**config.mk**
```make
export PLATFORM = sky130hd
export DESIGN_NAME = adc_serial_reader_flat
export DESIGN_NICKNAME = d
export VERILOG_FILES = /design/src/rtl/adc_pkg.sv /design/src/rtl/adc_serial_reader_if.sv /design/src/rtl/adc_serial_reader_sample_tick.sv /design/src/rtl/adc_serial_reader.sv /design/src/flat_wrapper.sv
export SDC_FILE = /design/constraint.sdc
export NUM_CORES = 1
export LEC_CHECK = 0
export BUFFER_PORTS_ARGS = -buffer_cell sky130_fd_sc_hd__buf_2
export CORE_MARGIN = 2
export CORE_UTILIZATION = 50
export DETAILED_ROUTE_END_ITERATION = 8
export PLACE_DENSITY = 0.75
export SYNTH_ARGS = -nofsm -noshare
export SYNTH_HDL_FRONTEND = slang
export SYNTH_SLANG_ARGS = --single-unit
```
**constraint.sdc**
```tcl
create_clock -name clk -period 3.2 [get_ports clk]
set_input_delay 0.48 -clock clk [delete_from_list [all_inputs] [get_ports clk]]
set_output_delay 0.48 -clock clk [all_outputs]
set_load 0.005 [all_outputs]
```
**src/rtl/adc_pkg.sv**
```systemverilog
// Shared constants and types for the ADC0831-style serial reader.
package adc_pkg;

  localparam int unsigned ADC_BITS              = 8;
  localparam int unsigned NULL_BITS             = 1;
  localparam int unsigned DIV_DEFAULT           = 25;
  localparam int unsigned SAMPLE_CYCLES_DEFAULT = 50000;

  // Index of the final SCLK period (null bit + data bits - 1).
  localparam logic [3:0] LAST_BIT = 4'(ADC_BITS + NULL_BITS - 1);

  typedef enum logic [1:0] {
    IDLE,
    SETUP,
    CLOCK,
    DONE
  } adc_state_e;

endpackage

```
**src/rtl/adc_serial_reader_if.sv**
```systemverilog
// Three-wire serial bus between the reader (master) and the ADC (slave).
interface adc_serial_reader_if;

  logic adc_cs_n;
  logic adc_sclk;
  logic adc_dout;

  modport master (output adc_cs_n, output adc_sclk, input adc_dout);
  modport slave  (input adc_cs_n, input adc_sclk, output adc_dout);

endinterface

```
**src/rtl/adc_serial_reader_sample_tick.sv**
```systemverilog
// Period counter: one-cycle tick every PERIOD clocks while en is high.
module sample_tick
  import adc_pkg::*;
#(
  parameter int unsigned PERIOD = SAMPLE_CYCLES_DEFAULT
) (
  input  logic clk,
  input  logic rst,
  input  logic en,
  output logic tick
);

  localparam int unsigned CW = (PERIOD > 1) ? $clog2(PERIOD) : 1;
  localparam logic [CW-1:0] LAST = CW'(PERIOD - 1);

  logic [CW-1:0] count_q, count_d;
  logic          tick_q, tick_d;

  // Count 0..PERIOD-1 while enabled, hold at 0 otherwise; tick on wrap.
  always_comb begin
    count_d = '0;
    tick_d  = 1'b0;
    if (en) begin
      if (count_q == LAST) begin
        count_d = '0;
        tick_d  = 1'b1;
      end else begin
        count_d = count_q + CW'(1);
      end
    end
  end

  // Counter and tick registers.
  always_ff @(posedge clk or posedge rst) begin
    if (rst) begin
      count_q <= '0;
      tick_q  <= 1'b0;
    end else begin
      count_q <= count_d;
      tick_q  <= tick_d;
    end
  end

  assign tick = tick_q;

endmodule

```
**src/rtl/adc_serial_reader.sv**
```systemverilog
// Periodically reads an ADC0831-style serial ADC and presents each result
// as a parallel word with a one-cycle sig strobe.
module adc_serial_reader
  import adc_pkg::*;
#(
  parameter int unsigned DIV           = DIV_DEFAULT,
  parameter int unsigned SAMPLE_CYCLES = SAMPLE_CYCLES_DEFAULT
) (
  input  logic                       clk,
  input  logic                       rst,
  input  logic                       en,
  adc_serial_reader_if.master        adc,
  output logic [ADC_BITS-1:0]        adc_data,
  output logic                       sig,
  output logic                       overrun
);

  localparam logic [7:0] DIV_LAST = 8'(DIV - 1);

  logic tick;

  sample_tick #(.PERIOD(SAMPLE_CYCLES)) u_sample_tick (
    .clk  (clk),
    .rst  (rst),
    .en   (en),
    .tick (tick)
  );

  logic [1:0] sync_q, sync_d;
  logic       dout_s;

  // Two-stage synchroniser for the asynchronous ADC data line.
  always_comb sync_d = {sync_q[0], adc.adc_dout};

  always_ff @(posedge clk or posedge rst) begin
    if (rst) sync_q <= '0;
    else     sync_q <= sync_d;
  end

  assign dout_s = sync_q[1];

  adc_state_e          state_q,   state_d;
  logic [7:0]          cnt_q,     cnt_d;
  logic [3:0]          bit_q,     bit_d;
  logic [ADC_BITS-1:0] shift_q,   shift_d;
  logic [ADC_BITS-1:0] data_q,    data_d;
  logic                cs_n_q,    cs_n_d;
  logic                sclk_q,    sclk_d;
  logic                sig_q,     sig_d;
  logic                overrun_q, overrun_d;

  // Conversion FSM next-state; outputs are computed one cycle ahead so that
  // every pin comes straight from a flop.
  always_comb begin
    state_d   = state_q;
    cnt_d     = cnt_q;
    bit_d     = bit_q;
    shift_d   = shift_q;
    data_d    = data_q;
    cs_n_d    = cs_n_q;
    sclk_d    = sclk_q;
    sig_d     = 1'b0;
    overrun_d = overrun_q;

    if (tick && (state_q != IDLE)) overrun_d = 1'b1;

    unique case (state_q)
      IDLE: begin
        if (tick) begin
          state_d = SETUP;
          cs_n_d  = 1'b0;
          cnt_d   = '0;
        end
      end
      SETUP: begin
        if (cnt_q == DIV_LAST) begin
          state_d = CLOCK;
          cnt_d   = '0;
          bit_d   = '0;
          sclk_d  = 1'b1;
        end else begin
          cnt_d = cnt_q + 8'd1;
        end
      end
      CLOCK: begin
        if (cnt_q == DIV_LAST) begin
          cnt_d = '0;
          if (sclk_q) begin
            // End of high phase: sample; period 0 is the null bit.
            sclk_d = 1'b0;
            if (bit_q != 4'd0) shift_d = {shift_q[ADC_BITS-2:0], dout_s};
          end else if (bit_q == LAST_BIT) begin
            state_d = DONE;
            cs_n_d  = 1'b1;
            data_d  = shift_q;
            sig_d   = 1'b1;
          end else begin
            bit_d  = bit_q + 4'd1;
            sclk_d = 1'b1;
          end
        end else begin
          cnt_d = cnt_q + 8'd1;
        end
      end
      DONE: begin
        state_d = IDLE;
      end
      default: state_d = IDLE;
    endcase
  end

  // FSM and output registers.
  always_ff @(posedge clk or posedge rst) begin
    if (rst) begin
      state_q   <= IDLE;
      cnt_q     <= '0;
      bit_q     <= '0;
      shift_q   <= '0;
      data_q    <= '0;
      cs_n_q    <= 1'b1;
      sclk_q    <= 1'b0;
      sig_q     <= 1'b0;
      overrun_q <= 1'b0;
    end else begin
      state_q   <= state_d;
      cnt_q     <= cnt_d;
      bit_q     <= bit_d;
      shift_q   <= shift_d;
      data_q    <= data_d;
      cs_n_q    <= cs_n_d;
      sclk_q    <= sclk_d;
      sig_q     <= sig_d;
      overrun_q <= overrun_d;
    end
  end

  assign adc.adc_cs_n = cs_n_q;
  assign adc.adc_sclk = sclk_q;
  assign adc_data     = data_q;
  assign sig          = sig_q;
  assign overrun      = overrun_q;

endmodule

```
**src/flat_wrapper.sv**
```systemverilog
// flat-port wrapper written by rule: the top's interface ports become plain ports
module adc_serial_reader_flat import adc_pkg::*;
#(
  parameter int unsigned DIV           = DIV_DEFAULT,
  parameter int unsigned SAMPLE_CYCLES = SAMPLE_CYCLES_DEFAULT
)
  (clk, rst, en, adc_data, sig, overrun, adc_adc_cs_n, adc_adc_sclk, adc_adc_dout);
  adc_serial_reader_if adc_i ();
  input  logic clk;
  input  logic rst;
  input  logic en;
  output logic [ADC_BITS-1:0] adc_data;
  output logic sig;
  output logic overrun;
  output wire logic [$bits(adc_i.adc_cs_n)-1:0] adc_adc_cs_n;
  output wire logic [$bits(adc_i.adc_sclk)-1:0] adc_adc_sclk;
  input wire logic [$bits(adc_i.adc_dout)-1:0] adc_adc_dout;
  assign adc_adc_cs_n = adc_i.adc_cs_n;
  assign adc_adc_sclk = adc_i.adc_sclk;
  assign adc_i.adc_dout = adc_adc_dout;
  adc_serial_reader #(.DIV(DIV), .SAMPLE_CYCLES(SAMPLE_CYCLES)) u_core (.clk(clk), .rst(rst), .en(en), .adc(adc_i), .adc_data(adc_data), .sig(sig), .overrun(overrun));
endmodule
```
# Word-level counts from Yosys, hierarchy flattened
# Index checks and enable logic that the tools add are counted.
# Widths: inputs -> output; s select.
# totals
word_cells,75
out_inout_bits,12
in_bits,4
regBits,53
# classes
addsub,3
bitwise,1
eq_ne,12
n_reduce_logical,15
mux,32
# op_table
cell,count
$mux 16,2
$add 16x1->16 const B,1
$eq 16x16->1 const B,1
$mux 4,4
$mux 8,2
$pmux 8 s2,1
$reduce_and 5->1,3
$mux 1,14
$mux 2,5
$add 8x1->8 const B,1
$eq 8x5->1 const B,1
$pmux 2 s4,1
$pmux 4 s2,1
$reduce_and 4->1,2
$reduce_bool 2->1,4
$ne 2x1->1 const B,3
$ne 2x2->1 const B,3
$add 4x1->4 const B,1
$eq 2x2->1 const B,2
$eq 4x4->1 const B,1
$pmux 1 s2,2
$reduce_bool 4->1,1
$reduce_and 3->1,1
$eq 2x1->1 const B,1
other kinds (5),5

# Logic depth before layout (Yosys ltp)
# depth
depth_word,5
depth_mapped,7
ltp_nobuf,6

# By module
# Synthesis repeated with hierarchy kept, for this count alone.
# unflattened
cells_unflattened,230
area_unflattened_um2,2616.3
# modules_own_cells
mod,seq_area_each_um2,instances,cells_each,area_each_um2
adc_serial_reader,902.1,1,148,1750.4
sample_tick,425.4,1,82,865.8

# Least setup slack after synthesis
# OpenSTA, ideal clock, no wires.
# synth_timing
path_kind,register to register
startpoint,reg u_core.cnt_q[0]
endpoint,reg u_core.shift_q[0]
t_arrival_ns,2.089
n_path_buf,1
stages_incl_launch_ff,8
path_slack_ns,0.987
required_ns,3.075
synth_period_minus_slack_ns,2.213
setup_ns,0.125
path_cell_list,dfrtp_1 -> inv_1 -> ha_1 -> or4b_4 -> or3_1 -> buf_6 -> nor2_4 -> mux2_2
# synth_via
elab_chain_len,2
# synth_rtl
element,line,source
"start, declared",adc_serial_reader.sv:43,"logic [7:0] cnt_q, cnt_d;"
"start signal, assigned",adc_serial_reader.sv:126,cnt_q <= cnt_d;
$eq 8x5->1,adc_serial_reader.sv:86,if (cnt_q == DIV_LAST) begin
$reduce_and 4->1 (no source line),n/a,
"end signal, assigned",adc_serial_reader.sv:128,shift_q <= shift_d;
"end, declared",adc_serial_reader.sv:45,"logic [ADC_BITS-1:0] shift_q, shift_d;"
# No other way between the ends.
# A chain may end at the register's enable or synchronous reset.

# Worst setup path in the final report
# layout_timing
startpoint,reg u_core.cnt_q[0]
endpoint,reg u_core.shift_q[2]
# Same word-level chain as after synthesis.

==> run metrics <==
run status finished, final reports clean; first-pass GRT wire length ~7300 µm; Slew HR 0.292; Logic pwr share 0.270; sequential share of the synthesized area 0.527; Layout area overhead 8.84%; H-tree Lvls 2; CTS tree built; RD Place Congestion ~0.80; final core occ 0.573; Core Region between 4000 and 5000 µm²; P_sw 0.520 mW; area leader, netlist dfrtp_1; Least-Margin Pin Slew approximately 1.1 ns; I/O Buffers 15; wire per inst between 10 and 15 µm; CTS Buf Count 5; CTS Hold Buffers Added 0; Clk pwr share 0.243; fin crit period 2.41 ns; number of flops mapped to enable cells by yosys 0; Fin Setup TNS 0 ns; Chip Height between 70 and 80 µm; num rows 25; PostCTS Resize Cnt 0; drt first-iter violations 42; detailed-route via count between 1500 and 2000; post-synth net total ~240; switch share 0.338; worst path cell trace inv_1, ha_1, or4b_4, or3_1, nor2_4, mux2_2; GR Overflow Total 0; fraction of layout cells with a size suffix above 1 0.223; Routed Antenna Nets 0; max-cap violations 0; setup violators final 0; drt via density between 5 and 6; Final period util 0.753; power consumption 1.54 mW; Slowest-stage cell, CP or3_1; GRT Total Usage 0.171; WS Path Type flop to flop; cells after synthesis 222; ant diodes 0; pin count of the biggest net entering global routing 54; count of cell types in the netlist 44; clk_skew 0.0137 ns; Tightest Hold Check Type primary input to flop; f_max slightly above 0.4 GHz; RSZ-0062 raised after global routing no; hpwl dp 3000 µm; final slew viol count 0; prevailing post-synth register cell dfrtp_1; Clock Latency Late Sink ~0.31 ns; Root Buffer Master clkbuf_8; Internal Power ~1 mW; Max VDD drop about 0.00026 V; Layout fillers 407; CP endpoint kind flop; Clock Tree Buf Depth 2; # IOs 16; Pleak between 1 and 1.5 nW; Worst-path clk slew 0.10 ns; power per cell area about 560 nW/µm²; main area contributors after synthesis dfrtp_1 52%, mux2_2 8.0%, xnor2_1 5.6%; Clock Sinks 53; Reg area ~1300 µm²; hold_ws 0.276 ns; First-pass DRT Iterations 4; initial antenna violation count 0; Finished Cell Area 2740 µm²; register share of total power 0.487; crit start category flop; vias in the first global route ~1600; Async SR Flop Fraction 1.00; Yosys reg bits between 50 and 60; Initial Utilization 0.526; die area 5620 µm²; Ys Warns 0; post-synthesis cell area ~2500 µm²; max incr delay on CP 0.52 ns; area of the multi-input gates about 1100 µm²; Die X-Extent approximately 75 µm; Crit path required time 3.40 ns; Mean Syn Cell Area 11.3 µm²; final net count 254; Synth top area share 0.517; DRC viols 0; setup bufs post-CTS 0; Total Wirelength around 4300 µm; placed cell area 2650 µm²; Max FO, Critical Path 8; Final Hold Vio Count 0; CP arrival between 2 and 3 ns
[routing by layer]
metal	up-vias	routed length, µm	global-route usage
li1	806	-	-
met1	810	2030	0.217
met2	25	2120	0.283
met3	6	121	0.0388
met4	0	64	0.0714
met5	-	0	0
[cells by family (layout without fill, tap and decap cells)]
kind of cell	after synthesis	count (layout)	share of synthesized area
buffers and inverters	19	39	0.0343
XOR/XNOR	20	20	0.0695
flip-flops	53	53	0.527
adder cells (fa/ha/maj)	9	9	0.0447
AO/OA/AOI/OAI	17	17	0.0467
AND/OR/NAND/NOR	84	84	0.189
multiplexers	20	20	0.0884
[sequential cells by signal (all words and copies together) (netlist names)]
register,cells
u_core.adc.adc_sclk,1
u_core.shift_q,8
u_core.u_sample_tick.tick,1
u_core.bit_q,4
u_core.state_q,2
u_core.adc.adc_cs_n,1
u_core.sync_q,2
u_core.adc_data,8
u_core.u_sample_tick.count_q,16
u_core.sig,1
u_core.cnt_q,8
u_core.overrun,1
[critical path, delay by kind of cell (launching register included)]
kind                       cells  cell delay (ns)
DFF                            1             0.43
and+or+nand+nor                3             1.29
adders and majority gates      1             0.13
muxes                          1             0.38
buffers and inverters          1             0.07
[cells in the final DEF, fill, tap and decap left out, drive strengths merged, types with 2 or more instances in the layout]
master   n
dfrtp   52
o21ai    3
nand3   10
nor2    29
a21oi    4
a21o     2
and3b    2
or4b     2
nand3b   2
mux2    18
nor3     7
nand4    6
mux2i    2
xor2     4
ha       9
inv     17
nor4     7
and3     2
clkbuf   5
buf     15
nand2    9
o41ai    2
xnor2   16
or4bb    2
[power groups by stage]
stage          clock network [mW]  logic, mW  registers (mW)
4_1_cts                     0.389      0.415           0.749
6_report                    0.374      0.415           0.748
3_3_place_gp                    0      0.400           0.758
5_1_grt                     0.405      0.465           0.754
3_5_place_dp                    0      0.412           0.762
2_1_floorplan                   0      0.325           0.753
[worst paths after layout]
path	start	to	slack, ns	cells after the start
worst min-delay path	adc_adc_dout	u_core.sync_q[0]	0.28	1
worst max register to register	u_core.cnt_q[0]	u_core.shift_q[2]	0.79	6
worst max-delay path	u_core.cnt_q[0]	u_core.shift_q[2]	0.79	6
worst min register to register	u_core.sync_q[0]	u_core.sync_q[1]	0.36	0
max in group asynchronous	rst	u_core.cnt_q[6]	2.12	2
min in group asynchronous	rst	u_core.adc_data[5]	0.42	2
[per-stage QoR]
step | setup slack, ns | std cells
3_3_place_gp | 0.875 | 301
5_1_grt | 0.632 | 309
4_1_cts | 0.796 | 309
3_5_place_dp | 0.818 | 301
2_1_floorplan | 0.987 | 222
6_report | 0.792 | 309
[final cells by class]
cell class	instances	area share
Sequential cell	53	0.484
Multi-Input combinational cell	150	0.403
Tap cell	67	0.0306
Timing Repair Buffer	15	0.0274
Clock buffer	5	0.0251
Inverter	16	0.0219
Clock inverter	3	0.00776
[cell usage after synthesis (2+ instances only)]
master	n
nand3_1	9
o21ai_0	3
nand4_1	6
or4bb_1	2
inv_1	16
nor3_1	7
ha_1	9
nor4_1	6
xor2_1	4
dfrtp_1	52
a21oi_1	4
mux2i_1	2
nand3b_1	2
nand2_1	8
xnor2_1	16
nor2_1	28
o41ai_1	2
and3b_1	2
mux2_2	18
buf_6	2
No activity file was read; power rests on OpenSTA's default activity.
